`config.mk`:
```
export PLATFORM = sky130hd
export DESIGN_NAME = mac_block_accumulator
export DESIGN_NICKNAME = d
export VERILOG_FILES = /design/src/rtl/mac_block_accumulator.sv
export SDC_FILE = /design/constraint.sdc
export NUM_CORES = 1
export LEC_CHECK = 0
export BUFFER_PORTS_ARGS = -buffer_cell sky130_fd_sc_hd__buf_2
export CAP_MARGIN = 20
export CORE_MARGIN = 1
export CORE_UTILIZATION = 50
export CTS_CLUSTER_SIZE = 20
export DETAILED_ROUTE_END_ITERATION = 10
export PLACE_DENSITY = 0.76
export SETUP_SLACK_MARGIN = 0.05
export SLEW_MARGIN = 30
export SYNTH_ARGS = -nofsm -noshare
export SYNTH_HDL_FRONTEND = slang
export SYNTH_SLANG_ARGS = --single-unit
export TNS_END_PERCENT = 100
```
`constraint.sdc`:
```
create_clock -name clk -period 3.7 [get_ports clk]
set_input_delay 0.74 -clock clk [delete_from_list [all_inputs] [get_ports clk]]
set_output_delay 0.74 -clock clk [all_outputs]
set_load 0.05 [all_outputs]
```
`src/rtl/mac_block_accumulator.sv`:
```
// mac_block_accumulator
//   Sums blocks of 2**N_LOG2 unsigned samples from the multiply-add stage.
//   Each completed block is presented as sum and truncated mean on a
//   valid/ready output. A three-state FSM controls the block:
//   IDLE -> ACCUM -> DONE -> IDLE.
// Ports
//   clk, reset             rising-edge clock; asynchronous active-high reset
//   in_valid/in_data       input sample (2*width bits, unsigned)
//   in_ready               high in IDLE/ACCUM, low while a result is pending
//   clear                  synchronous abort of a partial block or a pending result
//   out_valid/out_ready    output handshake
//   out_sum                block sum (2*width+N_LOG2 bits, cannot overflow)
//   out_mean               out_sum >> N_LOG2
//   sample_cnt             samples accepted so far in the current block
module mac_block_accumulator #(
    parameter int width  = 8,
    parameter int N_LOG2 = 2
) (
    input  logic                       clk,
    input  logic                       reset,
    input  logic                       in_valid,
    input  logic [2*width-1:0]         in_data,
    output logic                       in_ready,
    input  logic                       clear,
    output logic                       out_valid,
    input  logic                       out_ready,
    output logic [2*width+N_LOG2-1:0]  out_sum,
    output logic [2*width-1:0]         out_mean,
    output logic [N_LOG2-1:0]          sample_cnt
);
    localparam int W = 2*width + N_LOG2;

    localparam logic [1:0] IDLE  = 2'd0;
    localparam logic [1:0] ACCUM = 2'd1;
    localparam logic [1:0] DONE  = 2'd2;

    logic [1:0]   state;
    logic [W-1:0] acc;
    logic [W-1:0] sum;
    logic         accept;

    assign in_ready = (state != DONE);
    assign accept   = in_valid & in_ready;
    assign sum      = acc + W'(in_data);

    always_ff @(posedge clk or posedge reset) begin
        if (reset) begin
            state      <= IDLE;
            acc        <= '0;
            sample_cnt <= '0;
            out_valid  <= 1'b0;
            out_sum    <= '0;
            out_mean   <= '0;
        end else if (clear) begin
            // Abort takes priority over any accept or handshake in the same cycle.
            // out_sum/out_mean keep their old values; they are ignored while out_valid=0.
            state      <= IDLE;
            acc        <= '0;
            sample_cnt <= '0;
            out_valid  <= 1'b0;
        end else begin
            case (state)
                IDLE: begin
                    if (accept) begin
                        acc        <= W'(in_data);
                        sample_cnt <= N_LOG2'(1);
                        state      <= ACCUM;
                    end
                end
                ACCUM: begin
                    if (accept) begin
                        if (&sample_cnt) begin
                            // Last sample of the block. The result is registered on the
                            // same edge that accepts it.
                            out_sum    <= sum;
                            out_mean   <= sum[W-1:N_LOG2];
                            out_valid  <= 1'b1;
                            sample_cnt <= '0;
                            acc        <= sum;
                            state      <= DONE;
                        end else begin
                            acc        <= sum;
                            sample_cnt <= sample_cnt + N_LOG2'(1);
                        end
                    end
                end
                DONE: begin
                    if (out_ready) begin
                        out_valid <= 1'b0;
                        acc       <= '0;
                        state     <= IDLE;
                    end
                end
                default: state <= IDLE;
            endcase
        end
    end
endmodule
```
### Yosys cells after proc, flatten, opt, wreduce, memory -nomap -nowiden

Index checks and enable logic that the tools add are counted.

* flip-flop bits (word level): 57
* bits in latches: 0
* RAM bits: 0
* ROM bits: 0
* input port bits: 21
* output and inout port bits: 38
* logic and storage cells: 47
* memories kept: 0

* $add $sub $neg: 2
* multipliers: 0
* div/mod/pow operators: 0
* magnitude comparators: 0
* equality and inequality tests: 7
* shift operators: 0
* mux-type cells: 20
* bitwise logic cells: 2
* reduce and logical (&&, ||, !) cells: 10

Operators by type and width (number)
* $mux W18: 4
* $pmux W18 S3: 1
* $add A18 B16 Y18: 1
* $mux W2: 8
* $ne A3 B3 Y1 const B: 4
* $reduce_and A4 Y1: 3
* $pmux W2 S3: 1
* $reduce_bool A3 Y1: 2
* $reduce_and A5 Y1: 1
* $mux W1: 4
* $pmux W2 S2: 1
* $reduce_bool A4 Y1: 1
* $reduce_and A3 Y1: 1
* $add A2 B1 Y2 const B: 1
* $eq A2 B1 Y1 const B: 1
* $eq A2 B2 Y1 const B: 1
* $logic_not A2 Y1: 1
* $ne A2 B2 Y1 const B: 1
* $pmux W1 S2: 1
* $reduce_and A2 Y1: 1
* $and A1 B1 Y1: 1
* $not A1 Y1: 1

### Longest topological paths before layout

* word-level depth: 5
* depth in mapped cells: 10
* gate-level depth less buffers: 8

### Worst setup path before layout

Ideal clock, no wire load.

* path kind: input to register
* start point: in in_data[0]
* end point: reg acc[14]
* setup time: 96 ps
* arrival: 2493 ps
* required time: 3604 ps
* slack: 1111 ps
* stages on the path: 8
* buffers on the path: 0
* path through: ha_1 -> fa_1 -> a21o_1 -> a221oi_4 -> or2_4 -> a21oi_2 -> o21a_1 -> o32ai_2

* word-level cells in the longest chain between the ends: 4

Ends and longest elaborated chain
* start, declared: line 22 `input logic [2*width-1:0] in_data,`
* $add A18 B16 Y18: line 44 `assign sum = acc + W'(in_data);`
* $mux W18: line 71 `if (accept) begin`
* $pmux W18 S3: line 62 `case (state)`
* $mux W18: line 54 `end else if (clear) begin`
* end signal, assigned: line 65 `acc <= W'(in_data);`
* end signal, assigned: line 79 `acc <= sum;`
* end signal, assigned: line 82 `acc <= sum;`
* end, declared: line 38 `logic [W-1:0] acc;`

Every way passes these cells. The select of a mux whose other input is x is not followed.
A chain may end at the register's enable or synchronous reset.

### Final worst setup path

Ends and elaborated chain as after synthesis.

==> impl_results.md <==
- Status: complete, no violations
- Slew Limit Fails: 0
- Pwr dens: 764.6 nW/um^2
- Total core area: 5574 um^2
- Initial antenna violation count: 0
- Layout area overhead: 10.14%
- # IOs: 59
- Leakage Power: 0.001550 uW
- CTS Buffer Depth: 2
- Syn nets: 370
- Startpoint types: primary input
- Root buf cell: clkbuf_8
- Die X: 78.33 um
- Largest net degree at the start of global routing: 33
- Layout cells sized above 1: 23.22%
- Chip height: 78.33 um
- Crit. End Element: register
- Synth Cell Area: 2913 um^2
- Fill cells: 535
- Routability Congestion: 0.8294
- Gr ovfl total: 0
- Kind of critical path: in2reg
- Peak supply drop: 565.4 uV
- CTS tree: built
- Max_cap viols: 0
- DR DRC count: 0
- Dpl hpwl: 4.728 mm
- Post-DR vias/cell: 5.733
- Starting Density: 52.26%
- FFs w/ async S/R, synth: 100.0%
- Std-Cell Rows: 27
- Syn_area_per_cell: 8.908 um^2
- Later-pin clock latency in the skew report: 300 ps
- Post_cts resized: 0
- Sequential share of the synthesized area: 35.22%
- Setup bufs post-CTS: 0
- Drt pass-1 iters: 4
- Synthesis warning total: 0
- Fin crit share: 69.07%
- Layout Nets: 408
- Final setup fails: 0
- Critical Path AT: 2760 ps
- Drt initial violations: 105
- Setup TNS: 0 ps
- Min-Delay Path Class: in2async
- WL/cell: 14.61 um
- Worst Max-Slew Pin Slew: 886.0 ps
- Synth Register Bits: 41
- Vias: 2511
- Via count of the first global-routing pass: 2385
- Final Hold Viols: 0
- Clock Skew: 3.518 ps
- Rel. slew slack: 40.75%
- # port buffers: 58
- Mapped Cells: 327
- Post-synthesis cell type count: 56
- Total Wirelength: 6.398 mm
- Tmin final: 2556 ps
- CTS buffer count: 5
- EDFF count, synth: 0
- Htree depth: 2
- Max Freq: 391.3 MHz
- RSZ-0062 raised after global routing: no
- Ant diodes: 0
- DIE AREA: 6135 um^2
- First-pass GRT wire length: 10.94 mm
- Fin util: 57.55%
- Post-route ant nets: 0
- Clock transition at the registers of the reported paths: 80 ps
- Most used DFF post-synth: dfrtp_1
- Clock sinks: 41
- Count of hold-fix buffers inserted at cts: 0
- CP Max Fanout: 3
- CP required: 3910 ps
- Total Routing Usage GR: 22.62%
## critical path, stage by stage
cell	delay, ps
buf_2	110
ha_1	220
fa_1	410
a21o_1	240
a221oi_4	330
or2_4	210
a21oi_2	60
o21a_1	200
o32ai_2	240
## state kept, by name, indices dropped and copies added (netlist names)
| signal | count |
|---|---|
| out_valid | 1 |
| acc | 18 |
| out_sum | 18 |
| sample_cnt | 2 |
| state | 2 |
## power by group
group / internal (uW) / switching, uW
sequential: 569 / 85.3
combinational: 483 / 1030
clock: 134 / 156
## per-layer routing
layer  part of all wire [%]  routed length, um  vias to the layer above  track usage, %
met1                     47               2980                     1197           29.67
met2                     47               3006                       67           36.93
met4                    1.0                 64                        0           8.519
met5                      0                  0                        -               0
li1                       -                  -                     1240               -
met3                    5.4                347                        7           4.302
## Yosys cell counts (all sizes together), types with 4 or more instances
cell	number	share of area (%)
o22ai	7	1.5
buf	22	5.4
nand2	43	5.5
xnor2	11	3.3
ha	21	9.0
a21oi	25	4.7
inv	13	1.7
a21o	6	1.5
a31oi	10	2.6
and3	4	0.86
dfrtp	41	35
nor3b	8	2.1
o21ai	29	5.0
nor3	5	1.2
nand3	7	1.2
clkbuf	8	1.0
nor2	15	2.0
o221ai	5	1.5
## per-stage QoR
| stage | instance area, um^2 | power [uW] | std cells | setup WS, ps | hold slack [ps] |
|---|---|---|---|---|---|
| floorplan | 2913 | 1918 | 327 | 1111 | 507.7 |
| global placement | 3128 | 2137 | 430 | 892.5 | 458.2 |
| detailed placement | 3128 | 2167 | 430 | 848.6 | 456.9 |
| CTS | 3208 | 2459 | 438 | 1146 | 483.5 |
| global route | 3208 | 2644 | 438 | 925.1 | 500.3 |
| finish | 3208 | 2453 | 438 | 1144 | 455.9 |
## worst paths after layout
path	start	slack, ps	to	cells after the start
worst min-delay path	reset	460	out_sum[2]$_DFFE_PP0P_	2
worst max register to register	state[1]$_DFFE_PP0P_	1210	acc[14]$_DFFE_PP0P_	8
worst max-delay path	in_data[0]	1140	acc[14]$_DFFE_PP0P_	9
max in group asynchronous	reset	2610	acc[15]$_DFFE_PP0P_	3
min in group clk	out_sum[0]$_DFFE_PP0P_	480	out_sum[0]$_DFFE_PP0P_	2
worst min register to register	out_sum[0]$_DFFE_PP0P_	480	out_sum[0]$_DFFE_PP0P_	2
## cell families after synthesis
group                      Yosys count  synth area share [%]
AOI/OAI and AO/OA                  106                 25.09
xor gates and xnor gates            14                 4.210
DFF                                 41                 35.22
and+or+nand+nor                     99                 16.97
muxes                                2                0.6873
adders and majority gates           22                 9.708
buffers and inverters               43                 8.118
## layout by cell type (no fill, tap or decap), types with 3 or more instances in the layout
cell / Yosys / layout
a21o_1: 6 / 6
ha_1: 21 / 21
nor3b_1: 8 / 8
o22ai_1: 7 / 7
nor3_1: 3 / 3
dfrtp_1: 41 / 41
inv_1: 13 / 12
o21ai_1: 6 / 6
clkbuf_1: 8 / 3
xnor2_1: 11 / 11
nand2_1: 43 / 43
buf_2: 3 / 58
a21oi_1: 22 / 22
buf_4: 17 / 3
nor2_1: 14 / 14
nand2b_1: 3 / 3
nand3_1: 7 / 7
xor2_1: 3 / 3
o221ai_1: 5 / 5
o21ai_0: 23 / 23
a21oi_2: 3 / 3
a31oi_1: 8 / 8
clkbuf_8: 0 / 5
nand4_1: 3 / 3
o21a_1: 3 / 3
and3_1: 4 / 4
## layout make-up
type                    instances  area, um^2  share of cell area (%)
multi-input cells             243        1650                   51.44
flip-flops and latches         41        1026                   31.98
repair buffers                 61       312.8                   9.750
well taps                      72       90.09                   2.808
clock buffers                   8       80.08                   2.496
inverters                      13       48.80                   1.521
Power figures use the tool's default switching activity.
